==> config.mk <==
export PLATFORM = sky130hd
export DESIGN_NAME = row_sequencer_flat
export DESIGN_NICKNAME = d
export VERILOG_FILES = /design/src/rtl/row_seq_pkg.sv /design/src/rtl/row_sequencer_if.sv /design/src/rtl/row_onehot_decoder.sv /design/src/rtl/row_sequencer.sv /design/src/flat_wrapper.sv
export SDC_FILE = /design/constraint.sdc
export NUM_CORES = 1
export LEC_CHECK = 0
export BUFFER_PORTS_ARGS = -buffer_cell sky130_fd_sc_hd__buf_2
export CORE_ASPECT_RATIO = 1.1
export CORE_UTILIZATION = 47
export DETAILED_ROUTE_END_ITERATION = 6
export PLACE_DENSITY = 0.83
export SLEW_MARGIN = 20
export SYNTH_ARGS = -nofsm -noshare
export SYNTH_HDL_FRONTEND = slang
export SYNTH_SLANG_ARGS = --single-unit
==> constraint.sdc <==
create_clock -name clk -period 2.3 [get_ports clk]
set_input_delay 0.46 -clock clk [delete_from_list [all_inputs] [get_ports clk]]
set_output_delay 0.46 -clock clk [all_outputs]
set_load 0.01 [all_outputs]
==> src/rtl/row_seq_pkg.sv <==
// Shared definitions for the configuration-array row sequencer: FSM states,
// default geometry and the (group, row) to flat word-line index mapping.
package row_seq_pkg;

    typedef enum logic [1:0] {
        ST_IDLE     = 2'd0,
        ST_WAIT_COL = 2'd1,
        ST_DRIVE    = 2'd2,
        ST_RECOVER  = 2'd3
    } state_e;

    localparam int unsigned DEF_NUM_GROUPS     = 19;
    localparam int unsigned DEF_ROWS_PER_BLOCK = 9;
    localparam int unsigned DEF_G_ADDR_W       = 6;
    localparam int unsigned DEF_R_ADDR_W       = 4;
    localparam int unsigned DEF_PULSE_W        = 4;

    function automatic int unsigned wl_index(input int unsigned g,
                                             input int unsigned r,
                                             input int unsigned rows_per_block);
        return g * rows_per_block + r;
    endfunction

endpackage

==> src/rtl/row_sequencer_if.sv <==
// Command, column-loader handshake and word-line status bundle of the row sequencer.
interface row_sequencer_if
    import row_seq_pkg::*;
#(
    parameter int unsigned NUM_GROUPS     = DEF_NUM_GROUPS,
    parameter int unsigned ROWS_PER_BLOCK = DEF_ROWS_PER_BLOCK,
    parameter int unsigned G_ADDR_W       = DEF_G_ADDR_W,
    parameter int unsigned R_ADDR_W       = DEF_R_ADDR_W,
    parameter int unsigned PULSE_W        = DEF_PULSE_W
);
    localparam int unsigned NUM_ROWS = NUM_GROUPS * ROWS_PER_BLOCK;

    logic                cmd_valid;
    logic                cmd_ready;
    logic                cmd_scan;
    logic [G_ADDR_W-1:0] cmd_g_addr;
    logic [R_ADDR_W-1:0] cmd_r_addr;
    logic [PULSE_W-1:0]  pulse_len;
    logic                abort;
    logic                col_valid;
    logic                col_ack;
    logic [NUM_ROWS-1:0] wl;
    logic                busy;
    logic [G_ADDR_W-1:0] cur_g;
    logic [R_ADDR_W-1:0] cur_r;
    logic                done;
    logic                err;

    modport master (
        output cmd_valid, cmd_scan, cmd_g_addr, cmd_r_addr, pulse_len, abort, col_valid,
        input  cmd_ready, col_ack, wl, busy, cur_g, cur_r, done, err
    );

    modport slave (
        input  cmd_valid, cmd_scan, cmd_g_addr, cmd_r_addr, pulse_len, abort, col_valid,
        output cmd_ready, col_ack, wl, busy, cur_g, cur_r, done, err
    );

endinterface

==> src/rtl/row_onehot_decoder.sv <==
// Combinational (group, row, enable) to one-hot word-line decoder for any
// NUM_GROUPS x ROWS_PER_BLOCK geometry; out-of-range addresses decode to zero.
module row_onehot_decoder
    import row_seq_pkg::*;
#(
    parameter int unsigned NUM_GROUPS     = DEF_NUM_GROUPS,
    parameter int unsigned ROWS_PER_BLOCK = DEF_ROWS_PER_BLOCK,
    parameter int unsigned G_ADDR_W       = DEF_G_ADDR_W,
    parameter int unsigned R_ADDR_W       = DEF_R_ADDR_W
) (
    input  logic [G_ADDR_W-1:0]                  g_i,
    input  logic [R_ADDR_W-1:0]                  r_i,
    input  logic                                 en_i,
    output logic [NUM_GROUPS*ROWS_PER_BLOCK-1:0] onehot_o
);
    localparam int unsigned NUM_ROWS = NUM_GROUPS * ROWS_PER_BLOCK;
    localparam int unsigned IDX_W    = (NUM_ROWS > 1) ? $clog2(NUM_ROWS) : 1;

    always_comb begin
        onehot_o = '0;
        for (int unsigned g = 0; g < NUM_GROUPS; g++) begin
            for (int unsigned r = 0; r < ROWS_PER_BLOCK; r++) begin
                if (en_i && (g_i == G_ADDR_W'(g)) && (r_i == R_ADDR_W'(r))) begin
                    onehot_o[IDX_W'(wl_index(g, r, ROWS_PER_BLOCK))] = 1'b1;
                end
            end
        end
    end

endmodule

==> src/rtl/row_sequencer.sv <==
// Registered row sequencer: single-row or full-scan word-line pulsing with a
// column-loader handshake, programmable pulse width, recovery gap and abort.
module row_sequencer
    import row_seq_pkg::*;
#(
    parameter int unsigned NUM_GROUPS     = DEF_NUM_GROUPS,
    parameter int unsigned ROWS_PER_BLOCK = DEF_ROWS_PER_BLOCK,
    parameter int unsigned G_ADDR_W       = DEF_G_ADDR_W,
    parameter int unsigned R_ADDR_W       = DEF_R_ADDR_W,
    parameter int unsigned PULSE_W        = DEF_PULSE_W
) (
    input logic           clk,
    input logic           reset_n,
    row_sequencer_if.slave bus
);
    localparam int unsigned         NUM_ROWS = NUM_GROUPS * ROWS_PER_BLOCK;
    localparam logic [G_ADDR_W-1:0] LAST_G   = G_ADDR_W'(NUM_GROUPS - 1);
    localparam logic [R_ADDR_W-1:0] LAST_R   = R_ADDR_W'(ROWS_PER_BLOCK - 1);
    localparam logic [PULSE_W-1:0]  ONE_P    = PULSE_W'(1);

    state_e              state_q, state_d;
    logic [G_ADDR_W-1:0] cur_g_q, cur_g_d;
    logic [R_ADDR_W-1:0] cur_r_q, cur_r_d;
    logic                scan_q, scan_d;
    logic [PULSE_W-1:0]  plen_q, plen_d;
    logic [PULSE_W-1:0]  cnt_q, cnt_d;
    logic [NUM_ROWS-1:0] wl_q, wl_d;
    logic                col_ack_q, col_ack_d;
    logic                done_q, done_d;
    logic                err_q, err_d;
    logic                busy_q, busy_d;
    logic                in_range;
    logic [PULSE_W-1:0]  plen_in;

    assign in_range = (32'(bus.cmd_g_addr) < NUM_GROUPS) && (32'(bus.cmd_r_addr) < ROWS_PER_BLOCK);
    // A zero pulse length is promoted to a single cycle at latch time
    assign plen_in  = (bus.pulse_len == '0) ? ONE_P : bus.pulse_len;

    // Next-state and registered-output decode
    always_comb begin
        state_d = state_q;
        cur_g_d = cur_g_q;
        cur_r_d = cur_r_q;
        scan_d  = scan_q;
        plen_d  = plen_q;
        cnt_d   = cnt_q;
        done_d  = 1'b0;
        err_d   = 1'b0;
        unique case (state_q)
            ST_IDLE: begin
                if (bus.cmd_valid) begin
                    if (bus.cmd_scan) begin
                        cur_g_d = '0;
                        cur_r_d = '0;
                        scan_d  = 1'b1;
                        plen_d  = plen_in;
                        state_d = ST_WAIT_COL;
                    end else if (in_range) begin
                        cur_g_d = bus.cmd_g_addr;
                        cur_r_d = bus.cmd_r_addr;
                        scan_d  = 1'b0;
                        plen_d  = plen_in;
                        state_d = ST_WAIT_COL;
                    end else begin
                        err_d = 1'b1;
                    end
                end
            end
            ST_WAIT_COL: begin
                if (bus.abort) begin
                    state_d = ST_IDLE;
                end else if (bus.col_valid) begin
                    cnt_d   = plen_q - ONE_P;
                    state_d = ST_DRIVE;
                end
            end
            ST_DRIVE: begin
                if (bus.abort) begin
                    state_d = ST_IDLE;
                end else if (cnt_q == '0) begin
                    state_d = ST_RECOVER;
                end else begin
                    cnt_d = cnt_q - ONE_P;
                end
            end
            ST_RECOVER: begin
                if (bus.abort) begin
                    state_d = ST_IDLE;
                end else if (!scan_q || ((cur_g_q == LAST_G) && (cur_r_q == LAST_R))) begin
                    done_d  = 1'b1;
                    state_d = ST_IDLE;
                end else begin
                    state_d = ST_WAIT_COL;
                    if (cur_r_q == LAST_R) begin
                        cur_r_d = '0;
                        cur_g_d = cur_g_q + G_ADDR_W'(1);
                    end else begin
                        cur_r_d = cur_r_q + R_ADDR_W'(1);
                    end
                end
            end
            default: state_d = ST_IDLE;
        endcase
        col_ack_d = (state_d == ST_RECOVER);
        busy_d    = (state_d != ST_IDLE);
    end

    row_onehot_decoder #(
        .NUM_GROUPS    (NUM_GROUPS),
        .ROWS_PER_BLOCK(ROWS_PER_BLOCK),
        .G_ADDR_W      (G_ADDR_W),
        .R_ADDR_W      (R_ADDR_W)
    ) u_decoder (
        .g_i     (cur_g_q),
        .r_i     (cur_r_q),
        .en_i    (state_d == ST_DRIVE),
        .onehot_o(wl_d)
    );

    always_ff @(posedge clk or negedge reset_n) begin
        if (!reset_n) begin
            state_q   <= ST_IDLE;
            cur_g_q   <= '0;
            cur_r_q   <= '0;
            scan_q    <= 1'b0;
            plen_q    <= ONE_P;
            cnt_q     <= '0;
            wl_q      <= '0;
            col_ack_q <= 1'b0;
            done_q    <= 1'b0;
            err_q     <= 1'b0;
            busy_q    <= 1'b0;
        end else begin
            state_q   <= state_d;
            cur_g_q   <= cur_g_d;
            cur_r_q   <= cur_r_d;
            scan_q    <= scan_d;
            plen_q    <= plen_d;
            cnt_q     <= cnt_d;
            wl_q      <= wl_d;
            col_ack_q <= col_ack_d;
            done_q    <= done_d;
            err_q     <= err_d;
            busy_q    <= busy_d;
        end
    end

    assign bus.cmd_ready = (state_q == ST_IDLE);
    assign bus.col_ack   = col_ack_q;
    assign bus.wl        = wl_q;
    assign bus.busy      = busy_q;
    assign bus.cur_g     = cur_g_q;
    assign bus.cur_r     = cur_r_q;
    assign bus.done      = done_q;
    assign bus.err       = err_q;

endmodule

==> src/flat_wrapper.sv <==
// flat-port wrapper written by rule: the top's interface ports become plain ports
module row_sequencer_flat import row_seq_pkg::*;
#(
    parameter int unsigned NUM_GROUPS     = DEF_NUM_GROUPS,
    parameter int unsigned ROWS_PER_BLOCK = DEF_ROWS_PER_BLOCK,
    parameter int unsigned G_ADDR_W       = DEF_G_ADDR_W,
    parameter int unsigned R_ADDR_W       = DEF_R_ADDR_W,
    parameter int unsigned PULSE_W        = DEF_PULSE_W
)
  (clk, reset_n, bus_cmd_valid, bus_cmd_scan, bus_cmd_g_addr, bus_cmd_r_addr, bus_pulse_len, bus_abort, bus_col_valid, bus_cmd_ready, bus_col_ack, bus_wl, bus_busy, bus_cur_g, bus_cur_r, bus_done, bus_err);
  row_sequencer_if #(.NUM_GROUPS(NUM_GROUPS), .ROWS_PER_BLOCK(ROWS_PER_BLOCK), .G_ADDR_W(G_ADDR_W), .R_ADDR_W(R_ADDR_W), .PULSE_W(PULSE_W)) bus_i ();
  input logic clk;
  input logic reset_n;
  input wire logic [$bits(bus_i.cmd_valid)-1:0] bus_cmd_valid;
  input wire logic [$bits(bus_i.cmd_scan)-1:0] bus_cmd_scan;
  input wire logic [$bits(bus_i.cmd_g_addr)-1:0] bus_cmd_g_addr;
  input wire logic [$bits(bus_i.cmd_r_addr)-1:0] bus_cmd_r_addr;
  input wire logic [$bits(bus_i.pulse_len)-1:0] bus_pulse_len;
  input wire logic [$bits(bus_i.abort)-1:0] bus_abort;
  input wire logic [$bits(bus_i.col_valid)-1:0] bus_col_valid;
  output wire logic [$bits(bus_i.cmd_ready)-1:0] bus_cmd_ready;
  output wire logic [$bits(bus_i.col_ack)-1:0] bus_col_ack;
  output wire logic [$bits(bus_i.wl)-1:0] bus_wl;
  output wire logic [$bits(bus_i.busy)-1:0] bus_busy;
  output wire logic [$bits(bus_i.cur_g)-1:0] bus_cur_g;
  output wire logic [$bits(bus_i.cur_r)-1:0] bus_cur_r;
  output wire logic [$bits(bus_i.done)-1:0] bus_done;
  output wire logic [$bits(bus_i.err)-1:0] bus_err;
  assign bus_i.cmd_valid = bus_cmd_valid;
  assign bus_i.cmd_scan = bus_cmd_scan;
  assign bus_i.cmd_g_addr = bus_cmd_g_addr;
  assign bus_i.cmd_r_addr = bus_cmd_r_addr;
  assign bus_i.pulse_len = bus_pulse_len;
  assign bus_i.abort = bus_abort;
  assign bus_i.col_valid = bus_col_valid;
  assign bus_cmd_ready = bus_i.cmd_ready;
  assign bus_col_ack = bus_i.col_ack;
  assign bus_wl = bus_i.wl;
  assign bus_busy = bus_i.busy;
  assign bus_cur_g = bus_i.cur_g;
  assign bus_cur_r = bus_i.cur_r;
  assign bus_done = bus_i.done;
  assign bus_err = bus_i.err;
  row_sequencer #(.NUM_GROUPS(NUM_GROUPS), .ROWS_PER_BLOCK(ROWS_PER_BLOCK), .G_ADDR_W(G_ADDR_W), .R_ADDR_W(R_ADDR_W), .PULSE_W(PULSE_W)) u_core (.clk(clk), .reset_n(reset_n), .bus(bus_i));
endmodule
==> results of run 1 <==
## area by class of cell
class,count,area (um2)
clock buffer,18,439
clock inverter,14,134
fill,1207,5660
inverter,16,62.6
multi-input combinational,377,2940
sequential,196,4910
tap,200,250
timing repair buffer,250,1530
## routing by layer
layer / share of wire (%) / up-vias
li1: - / 2815
met1: 40 / 3108
met2: 51 / 341
met3: 7.5 / 32
met4: 1.6 / 0
met5: 0 / -
## synthesized netlist by cell type, types with 8 or more instances
cell type / instances / share of area, %
nor3_1: 8 / 0.51
buf_1: 11 / 0.53
nor4b_1: 8 / 0.90
nand2b_1: 12 / 0.97
buf_6: 9 / 1.3
nor4_1: 148 / 12
nor4_2: 16 / 2.6
inv_1: 13 / 0.63
nor2_1: 12 / 0.58
dfrtp_1: 195 / 63
clkbuf_1: 44 / 2.1
a21oi_1: 10 / 0.64
and2_1: 13 / 1.0
ha_1: 13 / 2.1
nand2_1: 65 / 3.1
## flip-flops by register name (all words and copies together) (netlist names), 2 cells and up
| register | flops |
|---|---|
| u_core.cnt_q | 4 |
| u_core.bus.wl | 171 |
| u_core.bus.cur_r | 4 |
| u_core.bus.cur_g | 6 |
| u_core.state_q | 2 |
| u_core.plen_q | 4 |
## timing repair
item | 4_1_cts | 5_1_grt
gates resized for setup | 2 | 70
endpoints found under the hold margin | 0 | 0
hold buffers | 0 | 0
endpoints found under the setup margin | 2 | 164
setup buffers | 0 | 1
## cells by family (layout without fill, tap and decap cells)
family,after synthesis,count (layout)
AND/OR/NAND/NOR,306,306
flip-flops,196,196
buffers and inverters,85,298
AO/OA/AOI/OAI,47,47
adder cells (fa/ha/maj),13,13
multiplexers,11,11
## power groups by stage
stage	Clock, mW	Combinational (mW)	Sequential, mW
2_1_floorplan	0	2.75	3.89
3_3_place_gp	0	4.04	3.83
3_5_place_dp	0	4.12	3.84
4_1_cts	2.90	4.14	3.78
5_1_grt	3.04	4.97	3.80
6_report	2.87	4.65	3.78
## through the flow
step	hold slack [ns]	setup WS, ns
after floorplan	0.164	0.00890
after detailed placement	0.479	0.00411
final	0.00503	-0.00810
after global placement	0.470	0.0429
after global routing	0.0292	-0.145
after CTS	0.0171	0.00134
## path summary, 6_finish.rpt
kind | from | endpoint | slack, ns | depth (start not counted)
setup reg to reg | u_core.bus.cur_r[1] | u_core.bus.wl[159] | -0.008 | 9
min in group clk | bus_cmd_scan | u_core.bus.err | 0.24 | 2
max in group asynchronous | reset_n | u_core.plen_q[0] | 1.62 | 2
hold reg to reg | u_core.plen_q[1] | u_core.plen_q[1] | 0.51 | 1
hold / removal | reset_n | u_core.bus.wl[22] | 0.005 | 1
setup / recovery | u_core.bus.cur_r[1] | u_core.bus.wl[159] | -0.008 | 9
==> impl_results.md, run 1 <==
* Status: finished with violations
* Violated checks: setup timing
* Mux cell area share after synthesis at 1.48%
* Startpoint types: register
* Critical Path, Cell by Cell: inv_2 -> ha_1 -> and3b_1 -> nand3_2 -> and3_4 -> o32ai_4 -> inv_4 -> buf_12 -> nor4_2
* Pint at 6.49 mW
* Sequential-to-total area share from yosys stat at 63.1%
* RePlAce Congestion at a little over 0.9
* Tot GR Track Use at around a quarter
* Clock slew at reported path FFs at around 0.070 ns
* Met1 global-route usage at roughly a third
* Initial antenna violation count at 0
* CTS sink count at between 150 and 200
* Avg WL per Cell at ~20 um
* Nets@finish at 891
* Share of cells above drive strength 1 at between 40 and 50%
* Pleak at about 4.9 nW
* GR Util met2 at between 40% and 50%
* Crit-path max FO at 47
* Most frequent cells in the layout: buf_2 (204), dfrtp_1 (195), nor4_1 (87)
* Max_cap viols at 0
* DP Cell Count at approximately 1.0k
* Clock share of power at between 20% and 30%
* Simple-Gate Fraction of Synth Area at a little under a quarter
* Final Instance Count excl. Fillers at between 1k and 1.5k
* Comb pwr share at between 40 and 50%
* ANT nets after route at 0
* Via density per instance at ~5.9
* Crit-path slowest cell: dfrtp_1
* Clock Latency Late Sink at between 0.4 and 0.5 ns
* Kind of critical path: reg -> reg
* Synth Net Count at 691
* Worst-Margin Slew at 0.570 ns
* Skew final at 0.0134 ns
* 1st-pass router iterations at 6
* Syn. warnings at 0
* Peak VDD IR at approximately 0.00061 V
* Synth Instances at 658
* WP buf/inv at 3
* Synth Flop Type: dfrtp_1
* Number of synthesized flops with an enable pin at 0
* Worst Hold Class: in -> async
* Die ar. at roughly 0.017 mm2
* Worst relative slew slack at between 60% and 70%
* Cell variety after synth at 52
* Input/output buffers at slightly above 200
* Count of state elements after synthesis at roughly 200
* Switch Pwr at 4.81 mW
* Synth Cell Area at just under 0.008 mm2
* Critical path arrival at approximately 2.6 ns
* Busiest grt layer: met2
* Delay-heaviest family, CP: simple AND/OR/NAND/NOR gates
* Area growth syn-to-layout at 31.9%
* Vias in the first global route at 5,860
* # IOs at 206
* TritonCTS clock tree: yes
* Largest family of logic cells by synthesized area: simple AND/OR/NAND/NOR gates
* Setup ws final at -0.00810 ns
* CP peak stage delay at about 0.39 ns
* Synth Area in Adders at between 2 and 2.5%
* Placed Area at 0.00921 mm2
* Post-synthesis compound-gate area fraction at approximately 4.5%
* CTS Buffer Depth at 2
* Rows at 48
* DRC viols at 0
* Fin util at ~64%
* Xor/xnor share of the synthesized area at 0%
* Fin area at between 0.01 and 0.015 mm2
* Final hold vios at 0
* RSZ-0062 raised after global routing: true
* Commonest non-fill, non-tap cell in the layout: buf_2
* Tmin final at ~2.3 ns
* DRT Wirelength at about 22 mm
* Met3 GRT Util at around 5.6%
* Syn Area/Cell at 11.8 um2
* Max-slew violations at 0
* Die width at around 120 um
* Die Y at 137 um
* Htree depth at 4
* Asr flop ratio synth at between 90% and 100%
* DP Wirelength at around 14 mm
* Vias post-DR at roughly 6.3k
* WP data required at roughly 2.6 ns
* # setup viols final at 2
* Period Utilization, post-route at 100%
* First-pass GRT wire length at ~32 mm
* Sw frac at 42.6%
* Crit path capture type: register
* Total power at approximately 11 mW
* CTS buffer count at 17
* Core box area at approximately 0.016 mm2
* Initial Util at between 40% and 50%
* Largest net degree at the start of global routing at 61
* Initial DRC count at between 400 and 500
* Grt total ovfl at 0
* Setup TNS at -0.00955 ns
* Root Driver: clkbuf_16
* Fmax at between 400 and 500 MHz
* ANT cells at 0
* Pwr dens at between 1000 and 1500 mW/mm2
* Sequential Power Share at around a third
No activity file was read; power rests on OpenSTA's default activity.
==> run 2: changes to the inputs <==
--- a/config.mk
+++ b/config.mk
@@ -8,7 +8,7 @@
 export BUFFER_PORTS_ARGS = -buffer_cell sky130_fd_sc_hd__buf_2
 export CORE_ASPECT_RATIO = 1.1
-export CORE_UTILIZATION = 47
+export CORE_UTILIZATION = 35
 export DETAILED_ROUTE_END_ITERATION = 6
-export PLACE_DENSITY = 0.83
+export PLACE_DENSITY = 0.67
 export SLEW_MARGIN = 20
 export SYNTH_ARGS = -nofsm -noshare
==> constraint.sdc (replaced) <==
create_clock -name clk -period 2.3 [get_ports clk]
set_input_delay 0.46 -clock clk [delete_from_list [all_inputs] [get_ports clk]]
set_output_delay 0.46 -clock clk [all_outputs]
set_load 0.02 [all_outputs]
==> run 2 against run 1 <==
Effect of this change:
- via count down 2.1%
- wire length up 6.0%
- fmax up 0.98%
- worst setup slack better by 0.022 ns
- count of clock-buffer cells in the layout down 1
- first-iteration DRC count down 18%
- the flow now finishes without violations
==> impl_results.md, run 2 (synthesized netlist as in run 1, its figures left out) <==
* Die width at 144 um
* WL met3 at ~1.3 mm
* Via density per instance at between 5 and 6
* Die ar. at between 0.02 and 0.025 mm2
* RSZ-0062 raised after global routing: true
* Worst-Margin Slew at 0.627 ns
* Initial Util at a little over a third
* Root Driver: clkbuf_16
* DRT Wirelength at approximately 23 mm
* Most frequent cells in the layout: buf_2 (204), dfrtp_1 (193), nor4_1 (93)
* Startpoint types: register
* Initial antenna violation count at 0
* Peak VDD IR at just under 0.0006 V
* ANT nets after route at 0
* CTS sink count at 196
* Critical path arrival at between 2 and 3 ns
* Critical Path, Cell by Cell: inv_1 -> ha_1 -> a21oi_1 -> a211oi_2 -> o32ai_4 -> clkinv_4 -> buf_12 -> buf_12 -> nor4_1
* Max-slew violations at 0
* Crit-path max FO at 44
* DRC viols at 0
* Delay-heaviest family, CP: compound AO/OA/AOI/OAI gates
* Max_cap viols at 0
* First-pass GRT wire length at between 30 and 40 mm
* Vias in the first global route at 5,838
* Rows at 56
* Initial DRC count at approximately 360
* Final hold vios at 0
* # setup viols final at 0
* Vias post-DR at 6,162
* TritonCTS clock tree: yes
* Largest net degree at the start of global routing at between 70 and 80
* CP peak stage delay at around 0.42 ns
* M1 wire length at approximately 10 mm
* Fmax at around 440 MHz
* Status: finished clean
* Avg WL per Cell at about 20 um
* CTS buffer count at 17
* Worst Hold Class: in -> reg
* Share of cells above drive strength 1 at a little under half
* DP Wirelength at roughly 15 mm
* Largest register FFs at 171
* Clock slew at reported path FFs at 0.08 ns
* Grt total ovfl at 0
* Tot GR Track Use at roughly a fifth
* Area growth syn-to-layout at 38.0%
* Final Instance Count excl. Fillers at about 1.2k
* Worst path most repeated cell: buf_12
* Input/output buffers at around 210
* Top sig layer: met4
* Clock Latency Late Sink at between 0.4 and 0.5 ns
* Commonest non-fill, non-tap cell in the layout: buf_2
* Pleak at between 5 and 6 nW
* WP buf/inv at 4
* WHS Path Cells at 2
* Fill count at approximately 2.0k
* Die Y at roughly 160 um
* Met2 wire length at roughly 12 mm
* Crit path capture type: register
* Kind of critical path: reg -> reg
* Htree depth at 4
* Cell count along the critical path at 9
* Setup TNS at 0 ns
* Crit-path slowest cell: dfrtp_1
* Pwr dens at between 1000 and 1500 mW/mm2
* Period Utilization, post-route at between 90 and 100%
* Tmin final at between 2 and 2.5 ns
* Worst R2R Path Depth at 9
* CTS Buffer Depth at 2
* FF+latch area at between 0.004 and 0.005 mm2
* DP Cell Count at around 1.1k
* 1st-pass router iterations at 5
* ANT cells at 0
* Nets@finish at between 900 and 1k
* Multi-input gate area at a little over 0.003 mm2
* Worst relative slew slack at between 50% and 60%
* WP data required at about 2.6 ns
* RePlAce Congestion at 0.854
* Skew final at about 0.015 ns
* Core box area at around 0.022 mm2
* # IOs at between 200 and 250
==> run 2: cell types whose count changed in the layout (fill, tap and decap cells not counted), moves of 3 or more <==
cell / before / now
nor4_2: 73 / 56
buf_4: 32 / 44
nor4_4: 4 / 15
nor4_1: 87 / 93
buf_6: 1 / 5
clkinv_4: 2 / 5
nor4b_1: 5 / 2
nor4b_2: 3 / 6
==> run 2: routing by layer <==
layer	up-vias	GRT usage, %
li1	2845	-
met1	3081	26.2
met2	226	33.1
met3	10	3.88
met4	0	4.00
met5	-	0
==> run 2: final timing paths <==
kind / from / endpoint / slack, ns
setup / recovery: u_core.state_q[1] / u_core.bus.wl[27] / 0.01
hold / removal: bus_cmd_scan / u_core.bus.err / 0.25
setup reg to reg: u_core.state_q[1] / u_core.bus.wl[27] / 0.01
hold reg to reg: u_core.plen_q[0] / u_core.plen_q[0] / 0.51
max in group asynchronous: reset_n / u_core.bus.wl[67] / 1.04
min in group asynchronous: reset_n / u_core.bus.wl[118] / 0.54
==> run 2: per-stage QoR <==
step                      hold slack [ns]  worst slack, ns  power [mW]  area [um2]  utilization, %
final                               0.252           0.0143        12.2       10700            49.7
after global routing                0.242           -0.146        12.8       10700            49.7
after CTS                           0.219           0.0130        11.2       10100            46.6
after detailed placement            0.432          -0.0251        8.22        9420            43.7
after global placement              0.432           0.0410        8.17        9420            43.7
after floorplan                     0.164         0.000400        6.73        7780               -
==> run 2: report_power, final <==
part	leakage, nW	internal (mW)	switching (mW)
sequential	2.70	3.64	0.162
clock	0.293	1.48	1.50
combinational	2.08	1.76	3.64
total	5.08	6.89	5.30
==> run 2: cell type report <==
class	count	area share, %
multi-input combinational	377	28.6
clock buffer	17	3.96
tap	290	3.38
inverter	16	0.630
sequential	196	45.7
timing repair buffer	269	16.0
clock inverter	15	1.64
==> run 2: what timing repair did <==
action / 4_1_cts / 5_1_grt
gates resized for setup: 3 / 98
buffers inserted: 0 / 7
hold buffers: 1 / 0
gates cloned: 0 / 2
pin swaps: 0 / 6
setup endpoints to repair: 3 / 156
hold endpoints to repair: 45 / 0
==> run 3: changes to the inputs <==
Settings changed: CORE_MARGIN from default to 5.
==> run 3 against run 2 <==
Effect of this change:
- sequential share of layout area is 0.30 points lower
- via count increased by 1.8%
- sequential cell count stayed put
- final cell count is 0.59% higher
- core utilization down 0.55 points
- power shrank 1.3%
- sequential power down 1%
- wire length increased by 5.1%
==> impl_results.md, run 3 (synthesized netlist as in run 1, its figures left out) <==
* Status: finished clean
* Grt total ovfl at 0
* Critical Path, Cell by Cell: inv_2 -> ha_2 -> and3b_1 -> nand3_2 -> and3_4 -> o32ai_4 -> inv_6 -> buf_12 -> nor4_4 -> buf_4
* Avg WL per Cell at 20.4 um
* Clock Latency Late Sink at 0.43 ns
* RePlAce Congestion at 0.857
* Nets@finish at just over 900
* Period Utilization, post-route at 99.4%
* FF+latch area at 0.00491 mm2
* CP startpoint: u_core.bus.cur_r[1]
* Pint at 6.72 mW
* Final hold vios at 0
* Worst min-delay path startpoint: bus_cmd_scan
* Switch Pwr at around 5.3 mW
* Crit-path max FO at 33
* DRT Wirelength at 24.2 mm
* Core box area at approximately 0.022 mm2
* CTS Buffer Depth at 2
* Worst Hold Class: in -> reg
* Share of cells above drive strength 1 at between 40 and 50%
* Worst relative slew slack at about 56%
* # setup viols final at 0
* Fmax at 437 MHz
* Initial Util at a little over a third
* Pwr dens at between 1000 and 1500 mW/mm2
* Total power at approximately 12 mW
* CTS buffer count at 17
* DP Wirelength at between 15 and 20 mm
* DRC viols at 0
* Initial antenna violation count at 0
* Tot GR Track Use at a little under a fifth
* Tmin final at between 2 and 2.5 ns
* Via density per instance at roughly 5.3
* WL met3 at between 1.5 and 2 mm
* Pleak at 5.05 nW
* Peak VDD IR at about 0.0011 V
* TritonCTS clock tree: yes
* Die ar. at ~0.025 mm2
* Max-slew violations at 0
* Clock slew at reported path FFs at roughly 0.080 ns
* First-pass GRT wire length at between 30 and 40 mm
* ANT nets after route at 0
* 1st-pass router iterations at 7
* Startpoint types: register
* Worst-Margin Slew at 0.653 ns
* Sw frac at ~44%
* Comb pwr share at between 40% and 50%
* Largest register FFs at between 150 and 200
* Placed Area at between 0.009 and 0.01 mm2
* Die width at approximately 150 um
* # IOs at 206
* Met2 wire length at around 12 mm
* Pre-CTS WS at -0.118 ns
* Fin area at 0.0108 mm2
* Skew final at 0.0139 ns
* M1 wire length at 10.5 mm
* Vias in the first global route at ~6.3k
* Top sig layer: met4
* Delay-heaviest family, CP: simple AND/OR/NAND/NOR gates
* Critical path arrival at 2.66 ns
* Initial DRC count at ~350
* WP data required at ~2.7 ns
* ANT cells at 0
* Fill count at ~2k
* Kind of critical path: reg -> reg
* Rows at 57
* CTS sink count at just under 200
* Crit path capture type: register
* Multi-input gate area at 0.00316 mm2
* Input/output buffers at between 200 and 250
* Commonest non-fill, non-tap cell in the layout: buf_2
* Max_cap viols at 0
* R2R Path Start: u_core.bus.cur_r[1]
* Area growth syn-to-layout at 38.9%
* Die Y at approximately 170 um
* RSZ-0062 raised after global routing: true
* Setup ws final at 0.0129 ns
* CP peak stage delay at around 0.4 ns
* Root Driver: clkbuf_16
* WP buf/inv at 4
* Sequential Power Share at 31.3%
* Htree depth at 4
* Largest net degree at the start of global routing at 59
* Clock share of power at 25.6%
* Crit-path slowest cell: dfrtp_2
* Vias post-DR at roughly 6.3k
* Most frequent cells in the layout: buf_2 (204), dfrtp_1 (193), nor4_2 (92)
-- run 3: cell count changes in the layout (fill, tap and decap cells not counted), sizes merged --
cell / before / now
clkinv: 9 / 8
bufinv: 0 / 1
buf: 266 / 268
-- run 3: layout make-up --
type,count,share of cell area (%)
Multi-Input combinational cell,377,29.3
Clock inverter,15,1.88
Timing Repair Buffer,271,15.5
Inverter,16,0.602
Clock buffer,17,3.94
Sequential cell,196,45.4
Tap cell,295,3.42
-- run 3: final timing paths --
path | end | slack (ns) | depth (start not counted)
max | u_core.bus.wl[70] | 0.01 | 10
min | u_core.bus.err | 0.25 | 2
max reg2reg | u_core.bus.wl[70] | 0.01 | 10
min reg2reg | u_core.plen_q[0] | 0.50 | 2
max in group asynchronous | u_core.bus.wl[42] | 1.09 | 3
min in group asynchronous | u_core.bus.wl[118] | 0.55 | 2
-- run 3: per-layer routing --
| metal | vias to the layer above | track usage, % |
|---|---|---|
| met5 | - | 0 |
| met3 | 28 | 5.03 |
| li1 | 2853 | - |
| met1 | 3127 | 24.5 |
| met4 | 0 | 5.28 |
| met2 | 266 | 29.9 |
-- run 3: timing repair --
| item | CTS | global route |
|---|---|---|
| hold buffers | 1 | 0 |
| hold endpoints to repair | 11 | 0 |
| endpoints found under the setup margin | 69 | 169 |
| resized for setup | 7 | 104 |
| gates cloned | 0 | 1 |
| setup buffers | 0 | 1 |
| pin swaps | 0 | 1 |
-- run 3: through the flow --
step                      hold WS [ns]  setup TNS [ns]  cells  util, %
after floorplan                  0.164               0    658        -
after global placement           0.451           -1.78   1152     43.0
after detailed placement         0.453           -6.39   1152     43.0
after CTS                        0.229        -0.00411   1185     46.1
after global routing             0.246           -5.63   1187     49.2
final                            0.255               0   1187     49.2
-- run 3: worst reg2reg max path, cell delays in order (launching register included) --
cell and delay [ns]:
dfrtp_2 0.41, inv_2 0.06, ha_2 0.18, and3b_1 0.21, nand3_2 0.09, and3_4 0.20, o32ai_4 0.28, inv_6 0.13
buf_12 0.19, nor4_4 0.32, buf_4 0.15
-- run 3: power groups by stage --
| stage | combinational, mW | clock (mW) | sequential, mW |
|---|---|---|---|
| finish | 5.18 | 3.08 | 3.77 |
| global route | 5.56 | 3.29 | 3.79 |
| CTS | 4.48 | 3.13 | 3.76 |
| detailed placement | 4.41 | 0 | 3.83 |
| global placement | 4.34 | 0 | 3.82 |
| floorplan | 2.76 | 0 | 3.96 |
